===== src/rtl/if_stage_pkg.sv =====
// Shared constants for the instruction-fetch stage and its neighbours
// (InstMem enable levels, bus widths, reset PC and NOP encoding).
package if_stage_pkg;

    localparam int unsigned INST_ADDR_W = 32;
    localparam int unsigned INST_W      = 32;

    localparam logic ROM_ENABLE  = 1'b1;
    localparam logic ROM_DISABLE = 1'b0;

    localparam logic [INST_ADDR_W-1:0] ZERO_ADDR = 32'h0000_0000;
    localparam logic [INST_ADDR_W-1:0] RESET_PC  = 32'h0000_0000;
    localparam logic [INST_W-1:0]      NOP_INST  = 32'h0000_0000;

    // Instruction fetches are word aligned; low address bits are dropped silently.
    function automatic logic [INST_ADDR_W-1:0] word_align(input logic [INST_ADDR_W-1:0] addr);
        return {addr[INST_ADDR_W-1:2], 2'b00};
    endfunction

endpackage


===== src/rtl/if_stage_pc_reg.sv =====
// Program counter with InstMem enable generation and prioritised next-PC
// selection (reset-hold, CP0 flush, stall, branch redirect, sequential).
module if_stage_pc_reg
    import if_stage_pkg::*;
#(
    parameter logic [31:0] RESET_PC_P = RESET_PC
) (
    input  logic        clk,
    input  logic        rst,
    input  logic        stall_i,
    input  logic        flush_i,
    input  logic [31:0] flush_pc_i,
    input  logic        branch_taken_i,
    input  logic [31:0] branch_target_i,
    output logic [31:0] pc_o,
    output logic        ce_o
);

    logic [31:0] pc_q;
    logic [31:0] pc_d;
    logic        ce_q;

    // Next-PC mux: while InstMem is still disabled the PC parks at the reset vector.
    always_comb begin
        pc_d = pc_q + 32'd4;
        if (ce_q == ROM_DISABLE) begin
            pc_d = RESET_PC_P;
        end else if (flush_i) begin
            pc_d = word_align(flush_pc_i);
        end else if (stall_i) begin
            pc_d = pc_q;
        end else if (branch_taken_i) begin
            pc_d = word_align(branch_target_i);
        end else begin
            pc_d = pc_q + 32'd4;
        end
    end

    // PC and fetch-enable state.
    always_ff @(posedge clk or posedge rst) begin
        if (rst) begin
            pc_q <= RESET_PC_P;
            ce_q <= ROM_DISABLE;
        end else begin
            pc_q <= pc_d;
            ce_q <= ROM_ENABLE;
        end
    end

    assign pc_o = pc_q;
    assign ce_o = ce_q;

endmodule


===== src/rtl/if_stage.sv =====
// Instruction-fetch stage: drives InstMem from the PC and captures the returned
// word into the IF/ID pipeline register, honouring stall and flush.
module if_stage
    import if_stage_pkg::*;
#(
    parameter logic [31:0] RESET_PC_P = RESET_PC,
    parameter logic [31:0] NOP_INST_P = NOP_INST
) (
    input  logic        clk,
    input  logic        rst,
    input  logic        stall,
    input  logic        flush,
    input  logic [31:0] flush_pc,
    input  logic        branch_taken,
    input  logic [31:0] branch_target,
    output logic        rom_ce,
    output logic [31:0] rom_addr,
    input  logic [31:0] rom_data,
    output logic [31:0] id_pc,
    output logic [31:0] id_inst,
    output logic        id_valid
);

    logic [31:0] pc_s;
    logic        ce_s;

    logic [31:0] id_pc_q;
    logic [31:0] id_pc_d;
    logic [31:0] id_inst_q;
    logic [31:0] id_inst_d;
    logic        id_valid_q;
    logic        id_valid_d;

    if_stage_pc_reg #(
        .RESET_PC_P(RESET_PC_P)
    ) u_pc_reg (
        .clk            (clk),
        .rst            (rst),
        .stall_i        (stall),
        .flush_i        (flush),
        .flush_pc_i     (flush_pc),
        .branch_taken_i (branch_taken),
        .branch_target_i(branch_target),
        .pc_o           (pc_s),
        .ce_o           (ce_s)
    );

    // IF/ID next state: flush preempts stall; a fetch while disabled becomes a bubble.
    always_comb begin
        id_pc_d    = id_pc_q;
        id_inst_d  = id_inst_q;
        id_valid_d = id_valid_q;
        if (flush) begin
            id_pc_d    = ZERO_ADDR;
            id_inst_d  = NOP_INST_P;
            id_valid_d = 1'b0;
        end else if (stall) begin
            id_pc_d    = id_pc_q;
            id_inst_d  = id_inst_q;
            id_valid_d = id_valid_q;
        end else begin
            id_pc_d    = pc_s;
            id_inst_d  = rom_data;
            id_valid_d = ce_s;
        end
    end

    // IF/ID pipeline register.
    always_ff @(posedge clk or posedge rst) begin
        if (rst) begin
            id_pc_q    <= ZERO_ADDR;
            id_inst_q  <= NOP_INST_P;
            id_valid_q <= 1'b0;
        end else begin
            id_pc_q    <= id_pc_d;
            id_inst_q  <= id_inst_d;
            id_valid_q <= id_valid_d;
        end
    end

    assign rom_ce   = ce_s;
    assign rom_addr = pc_s;
    assign id_pc    = id_pc_q;
    assign id_inst  = id_inst_q;
    assign id_valid = id_valid_q;

endmodule


===== config.mk =====
export PLATFORM = sky130hd
export DESIGN_NAME = if_stage
export DESIGN_NICKNAME = d
export VERILOG_FILES = /design/src/rtl/if_stage_pkg.sv /design/src/rtl/if_stage_pc_reg.sv /design/src/rtl/if_stage.sv
export SDC_FILE = /design/constraint.sdc
export NUM_CORES = 1
export LEC_CHECK = 0
export ABC_CLOCK_PERIOD_IN_PS = 6880
export CORE_MARGIN = 1
export CORE_UTILIZATION = 35
export DETAILED_ROUTE_END_ITERATION = 6
export PLACE_DENSITY = 0.67
export SLEW_MARGIN = 10
export SYNTH_ARGS = -nofsm -noshare
export SYNTH_HDL_FRONTEND = slang
export SYNTH_SLANG_ARGS = --single-unit

===== constraint.sdc =====
create_clock -name clk -period 6.88 [get_ports clk]
set_clock_uncertainty 0.1 [all_clocks]
set_input_delay 1.032 -clock clk [delete_from_list [all_inputs] [get_ports clk]]
set_output_delay 1.032 -clock clk [all_outputs]
set_load 0.1 [all_outputs]

==> run summary, run 1 <==
R2R Path Start: u_pc_reg.ce_o
Clk sinks: 95
PD cells: 228 nW/um^2
Post_cts resized: 0
Worst Hold Class: flip-flop to flip-flop
CP arrival: 3450 ps
Final Critical Period: 3320 ps
Gpl congestion: 0.791
H-Tree Level Count: 3
WP buf/inv: 3
Synth Area in Compound Gates: 0.153
Mux share of post-synthesis cell area: 0.132
Die H: 122 um
Clock tree buffer depth: 2
Fin crit share: 0.483
Total gr overflow: 0
Die W: 122 um
Synthesized cell area: 5010 sq um
Largest net degree at the start of global routing: 83
Gr usage total: 0.213
Layout area overhead: 45.5%
Drt first pass iters: 5
Wire per inst: 17.4 um
#FFs+latches synth: 95
Final hold vios: 0
Post-synth EDFFs: 0
Number of hold buffers added after cts: 0
FF/Latch Area: 2380 sq um
Hold depth: 2
Max Cap Viol: 0
Antenna-violating nets left: 0
Highest clock rate: 301 MHz
Setup TNS: 0 ps
CP max stage delay: 680 ps
Yosys cell types: 60
Hold endpoint: id_pc[9]
Worst-skew pair later-pin latency: 350 ps
Most frequent CP cell: buf_4
Peak VDD IR: 0.121 mV
Initial Util: 0.359
Drt initial violations: 213
Post-route cell area: 7290 sq um
Global-route wire length before repair: 24,200 um
Simple-gate share of the synthesized area: 0.177
Remaining DRCs: 0
Top FF cell, synth: dfrtp_1
R2r setup slk: 4700 ps
Vias in the first global route: 4,497
Post-Synth Adder-Cell Area: 0.00250
YS warnings: 0
CTS tree: done
Slew margin rel.: 0.262
Async S/R FF share, synth: 1.00
I/O Pins: 199
Reg-to-Reg End: u_pc_reg.pc_o[17]
Num CTS Buffers: 9
CP required: 7010 ps
Worst-path clk slew: 60 ps
Final #Nets: 796
Cells after Synth: 532
Die area: 14,800 sq um
Syn Area/Cell: 9.41 sq um
Chain of cells forming the critical path: buf_4, buf_4, inv_1, nand2_1, a21oi_1, a2111oi_2
Leakage: 3.11 nW
CP delay by family, top: buffers and inverters
Clock Tree Root: clkbuf_16
Post-place instance area: 6970 sq um
Slew Viols, Final: 0
Layout fillers: 1,227
CP startpoint kind: input port
Hold Slack: 424 ps
Final setup fails: 0
Number of cell rows: 43
Worst-margin pin slew: 1110 ps
Synth Area in XOR/XNOR: 0.00875
HP Start: id_pc[9]
Core ar.: 13,900 sq um
Largest family of logic cells by synthesized area: simple AND/OR/NAND/NOR gates
Multi-input gate area: 2380 sq um
Pwr Total: 1.66 mW
Status: finished, final reports clean
Final WL: 15,300 um
Worst Setup Path Type: input port to flip-flop
DP HPWL: 10,600 um
Setup Fix Bufs, Post-CTS: 0
R2R depth: 5
PortBufs: 192
RSZ-0062 raised after global routing: no
Fraction of layout cells with a size suffix above 1: 0.0487
ANT cells: 0
Seq/Total Area, Yosys: 0.475
Worst setup EP type: flip-flop
CP max FO: 67
Vias post-DR: 4,612
Via density: 5.25
Slowest-stage cell, CP: inv_1
Antenna violations before repair: 0
==> layout make-up <==
type | instances | share of cell area
Inverter | 6 | 0.00343
Clock inverter | 4 | 0.00962
Tap cell | 180 | 0.0309
Sequential cell | 95 | 0.326
Clock buffer | 11 | 0.0333
Multi-Input combinational cell | 384 | 0.327
Timing Repair Buffer | 198 | 0.269
==> cells in the mapped netlist (3+ instances only) <==
cell type,n,area (sq um)
o21ai_1,3,15.0
clkbuf_1,21,78.8
o21ai_0,32,160
nand2_1,47,176
buf_1,5,18.8
nor3_1,11,55.1
nor4_1,6,37.5
a2bb2oi_1,3,26.3
o21a_1,8,60.1
and4_1,5,43.8
xnor2_1,4,35.0
a21oi_1,34,170
a211oi_1,5,37.5
nor2_1,79,297
dfrtp_1,95,2380
o211ai_1,7,52.6
nand3_1,18,90.1
and3_1,7,43.8
buf_2,14,70.1
inv_1,5,18.8
buf_4,5,37.5
mux2i_1,65,651
o22ai_1,5,31.3
==> cell families (layout without fill, tap and decap cells) <==
logic type	after synthesis	after routing
xor gates and xnor gates	5	5
DFF	95	95
adders and majority gates	1	1
AOI/OAI and AO/OA	121	121
other	2	3
and+or+nand+nor	188	188
muxes	66	66
buffers and inverters	54	219
==> state kept, by name (all words and copies together), names as in the netlist <==
signal	count
id_inst	32
id_pc	31
u_pc_reg.pc_o	30
id_valid	1
u_pc_reg.ce_o	1
==> worst max-delay path by stage <==
stage / from / cells after the start / to
finish: flush / 6 / u_pc_reg.pc_o[14]
global route: flush / 6 / u_pc_reg.pc_o[14]
CTS: flush / 6 / u_pc_reg.pc_o[14]
detailed placement: flush / 6 / u_pc_reg.pc_o[14]
global placement: flush / 6 / u_pc_reg.pc_o[14]
floorplan: rst / 1 / id_inst[0]
==> cells in the final DEF, fill, tap and decap left out, types with 5 or more instances in the layout <==
cell,instances
clkdlybuf4s50_1,190
dfrtp_1,95
nor2_1,79
mux2i_1,65
nand2_1,47
a21oi_1,34
o21ai_0,32
nand3_1,18
nor3_1,11
clkbuf_16,9
o21a_1,8
buf_4,8
and3_1,7
o211ai_1,7
nor4_1,6
and4_1,5
o22ai_1,5
a211oi_1,5
==> layer usage <==
metal	track usage	wire (um)	vias to the layer above
met5	0	0	-
met4	0.0640	201	0
met3	0.0529	1020	15
met2	0.348	7240	132
met1	0.278	6840	2254
li1	-	-	2211
==> power breakdown <==
part	switching, mW	total (mW)	internal, mW
sequential	0.0363	0.627	0.590
clock	0.210	0.535	0.325
combinational	0.352	0.501	0.149
total	0.598	1.66	1.06
==> through the flow <==
| stage | cells | util | setup slack [ps] |
|---|---|---|---|
| 5_1_grt | 878 | 0.523 | 3330 |
| 6_report | 878 | 0.523 | 3560 |
| 4_1_cts | 878 | 0.523 | 3610 |
| 3_5_place_dp | 863 | 0.500 | 3250 |
| 3_3_place_gp | 863 | 0.500 | 3280 |
| 2_1_floorplan | 533 | - | 3270 |
==> worst register-to-register path, stage by stage (launching register included) <==
cell and delay [ps]:
dfrtp_1 340, buf_4 300, inv_1 300, nor3_1 650
o21ai_0 230, a2bb2oi_1 180
Power figures use the tool's default switching activity.
==> inputs of run 2 (changes only) <==
--- a/config.mk
+++ b/config.mk
@@ -5,7 +5,7 @@
 export SDC_FILE = /design/constraint.sdc
 export NUM_CORES = 1
 export LEC_CHECK = 0
-export ABC_CLOCK_PERIOD_IN_PS = 6880
+export ABC_CLOCK_PERIOD_IN_PS = 3500
 export CORE_MARGIN = 1
 export CORE_UTILIZATION = 35
 export DETAILED_ROUTE_END_ITERATION = 6
==> constraint.sdc (replaced) <==
create_clock -name clk -period 3.5 [get_ports clk]
set_clock_uncertainty 0.1 [all_clocks]
set_input_delay 0.525 -clock clk [delete_from_list [all_inputs] [get_ports clk]]
set_output_delay 0.525 -clock clk [all_outputs]
set_load 0.1 [all_outputs]
==> run summary, run 2 (synthesis gave the netlist of run 1 again) <==
HP Start: id_pc[5]
Worst-margin pin slew: 1010 ps
Max reg flops: 32
Die W: 122 um
Fraction of layout cells with a size suffix above 1: 0.0712
Gr usage total: 0.214
Setup TNS: 0 ps
Die area: 14,800 sq um
Largest net degree at the start of global routing: 79
Slew Viols, Final: 0
DP HPWL: 10,900 um
Number of hold buffers added after cts: 0
Leakage: 3.13 nW
CTS tree: done
Most frequent cells in the layout: 176 x clkdlybuf4s50_1, 95 x dfrtp_1, 79 x nor2_1, 65 x mux2i_1, 47 x nand2_1
R2R Path Start: u_pc_reg.pc_o[2]
M1 wire length: 6610 um
Die H: 122 um
Fin crit share: 0.760
ANT cells: 0
Remaining DRCs: 0
Post_cts resized: 0
Drt first pass iters: 5
Global-route wire length before repair: 24,500 um
Vias post-DR: 4,723
Final WL: 15,500 um
Crit path launch: u_pc_reg.pc_o[6]
Vias in the first global route: 4,650
CP required: 2870 ps
Slowest-stage cell, CP: clkdlybuf4s50_1
Slew margin rel.: 0.326
Layout area overhead: 44.7%
Chain of cells forming the critical path: clkdlybuf4s50_1
Highest clock rate: 376 MHz
Status: finished, final reports clean
WP buf/inv: 1
Setup WS pre-CTS: 728 ps
CP arrival: 2030 ps
CP delay by family, top: buffers and inverters
I/O Pins: 199
Total gr overflow: 0
H-Tree Level Count: 3
Wire per inst: 17.6 um
Final Critical Period: 2660 ps
Final hold vios: 0
Drt initial violations: 303
Via density: 5.35
CP max stage delay: 1200 ps
Initial Util: 0.359
Layout fillers: 1,290
Worst-path clk slew: 60 ps
Clock Tree Root: clkbuf_16
Most common cell after layout, fill and taps aside: clkdlybuf4s50_1
Num CTS Buffers: 9
Clock tree buffer depth: 2
Routed wl met3: 1140 um
Antenna-violating nets left: 0
Worst Hold Class: flip-flop to flip-flop
Max Used Layer: met4
CP max FO: 8
PD cells: 436 nW/um^2
Core ar.: 13,900 sq um
Setup Fix Bufs, Post-CTS: 0
CP startpoint kind: flip-flop
Antenna violations before repair: 0
PortBufs: 192
Met2 WL: 7510 um
Final setup fails: 0
Clk sinks: 95
Final WS setup: 841 ps
Max Cap Viol: 0
RSZ-0062 raised after global routing: no
Final #Nets: 800
Gpl congestion: 0.825
Number of cell rows: 43
Worst Setup Path Type: flip-flop to primary output
Worst-skew pair later-pin latency: 350 ps
Worst setup EP type: primary output
Peak VDD IR: 0.235 mV
-- run 2: power by group --
group	leakage [nW]	internal, mW	switching [mW]
Sequential	1.26	1.16	0.0723
Clock	0.136	0.538	0.406
Combinational	1.73	0.291	0.693
-- run 2: cell type report --
class,instances,area (sq um),area share
Multi-Input combinational cell,384,2380,0.329
Inverter,6,25.0,0.00345
Sequential cell,95,2380,0.328
Tap cell,180,225,0.0311
Clock buffer,15,278,0.0383
Timing Repair Buffer,202,1960,0.270
-- run 2: through the flow --
step / cell area (sq um) / hold WS, ps / instances / power [mW] / utilization
CTS: 7250 / 426 / 882 / 3.20 / 0.520
detailed placement: 6970 / 412 / 867 / 2.24 / 0.500
global route: 7250 / 452 / 882 / 3.28 / 0.520
floorplan: 5010 / 564 / 533 / 1.93 / -
global placement: 6970 / 405 / 867 / 2.23 / 0.500
finish: 7250 / 419 / 882 / 3.16 / 0.520
-- run 2: per-layer routing --
layer | GRT usage | up-vias
li1 | - | 2220
met3 | 0.0487 | 20
met2 | 0.349 | 185
met1 | 0.281 | 2298
met4 | 0.0687 | 0
met5 | 0 | -
-- run 2: path summary, 6_finish.rpt --
kind / end / slack (ps) / cells past startpoint
hold / removal: id_pc[5] / 420 / 2
setup / recovery: rom_addr[6] / 840 / 1
hold reg to reg: id_pc[5] / 420 / 2
max in group asynchronous: id_pc[6] / 1920 / 3
setup reg to reg: u_pc_reg.pc_o[26] / 1380 / 6
min in group asynchronous: id_inst[13] / 660 / 2
-- run 2: worst register-to-register path, cell delays in order (launching register included) --
cell     delay [ps]
dfrtp_1         460
ha_1            230
and3_1          370
nand2_2         220
nor4_1          290
mux2i_1         230
o22ai_1          90
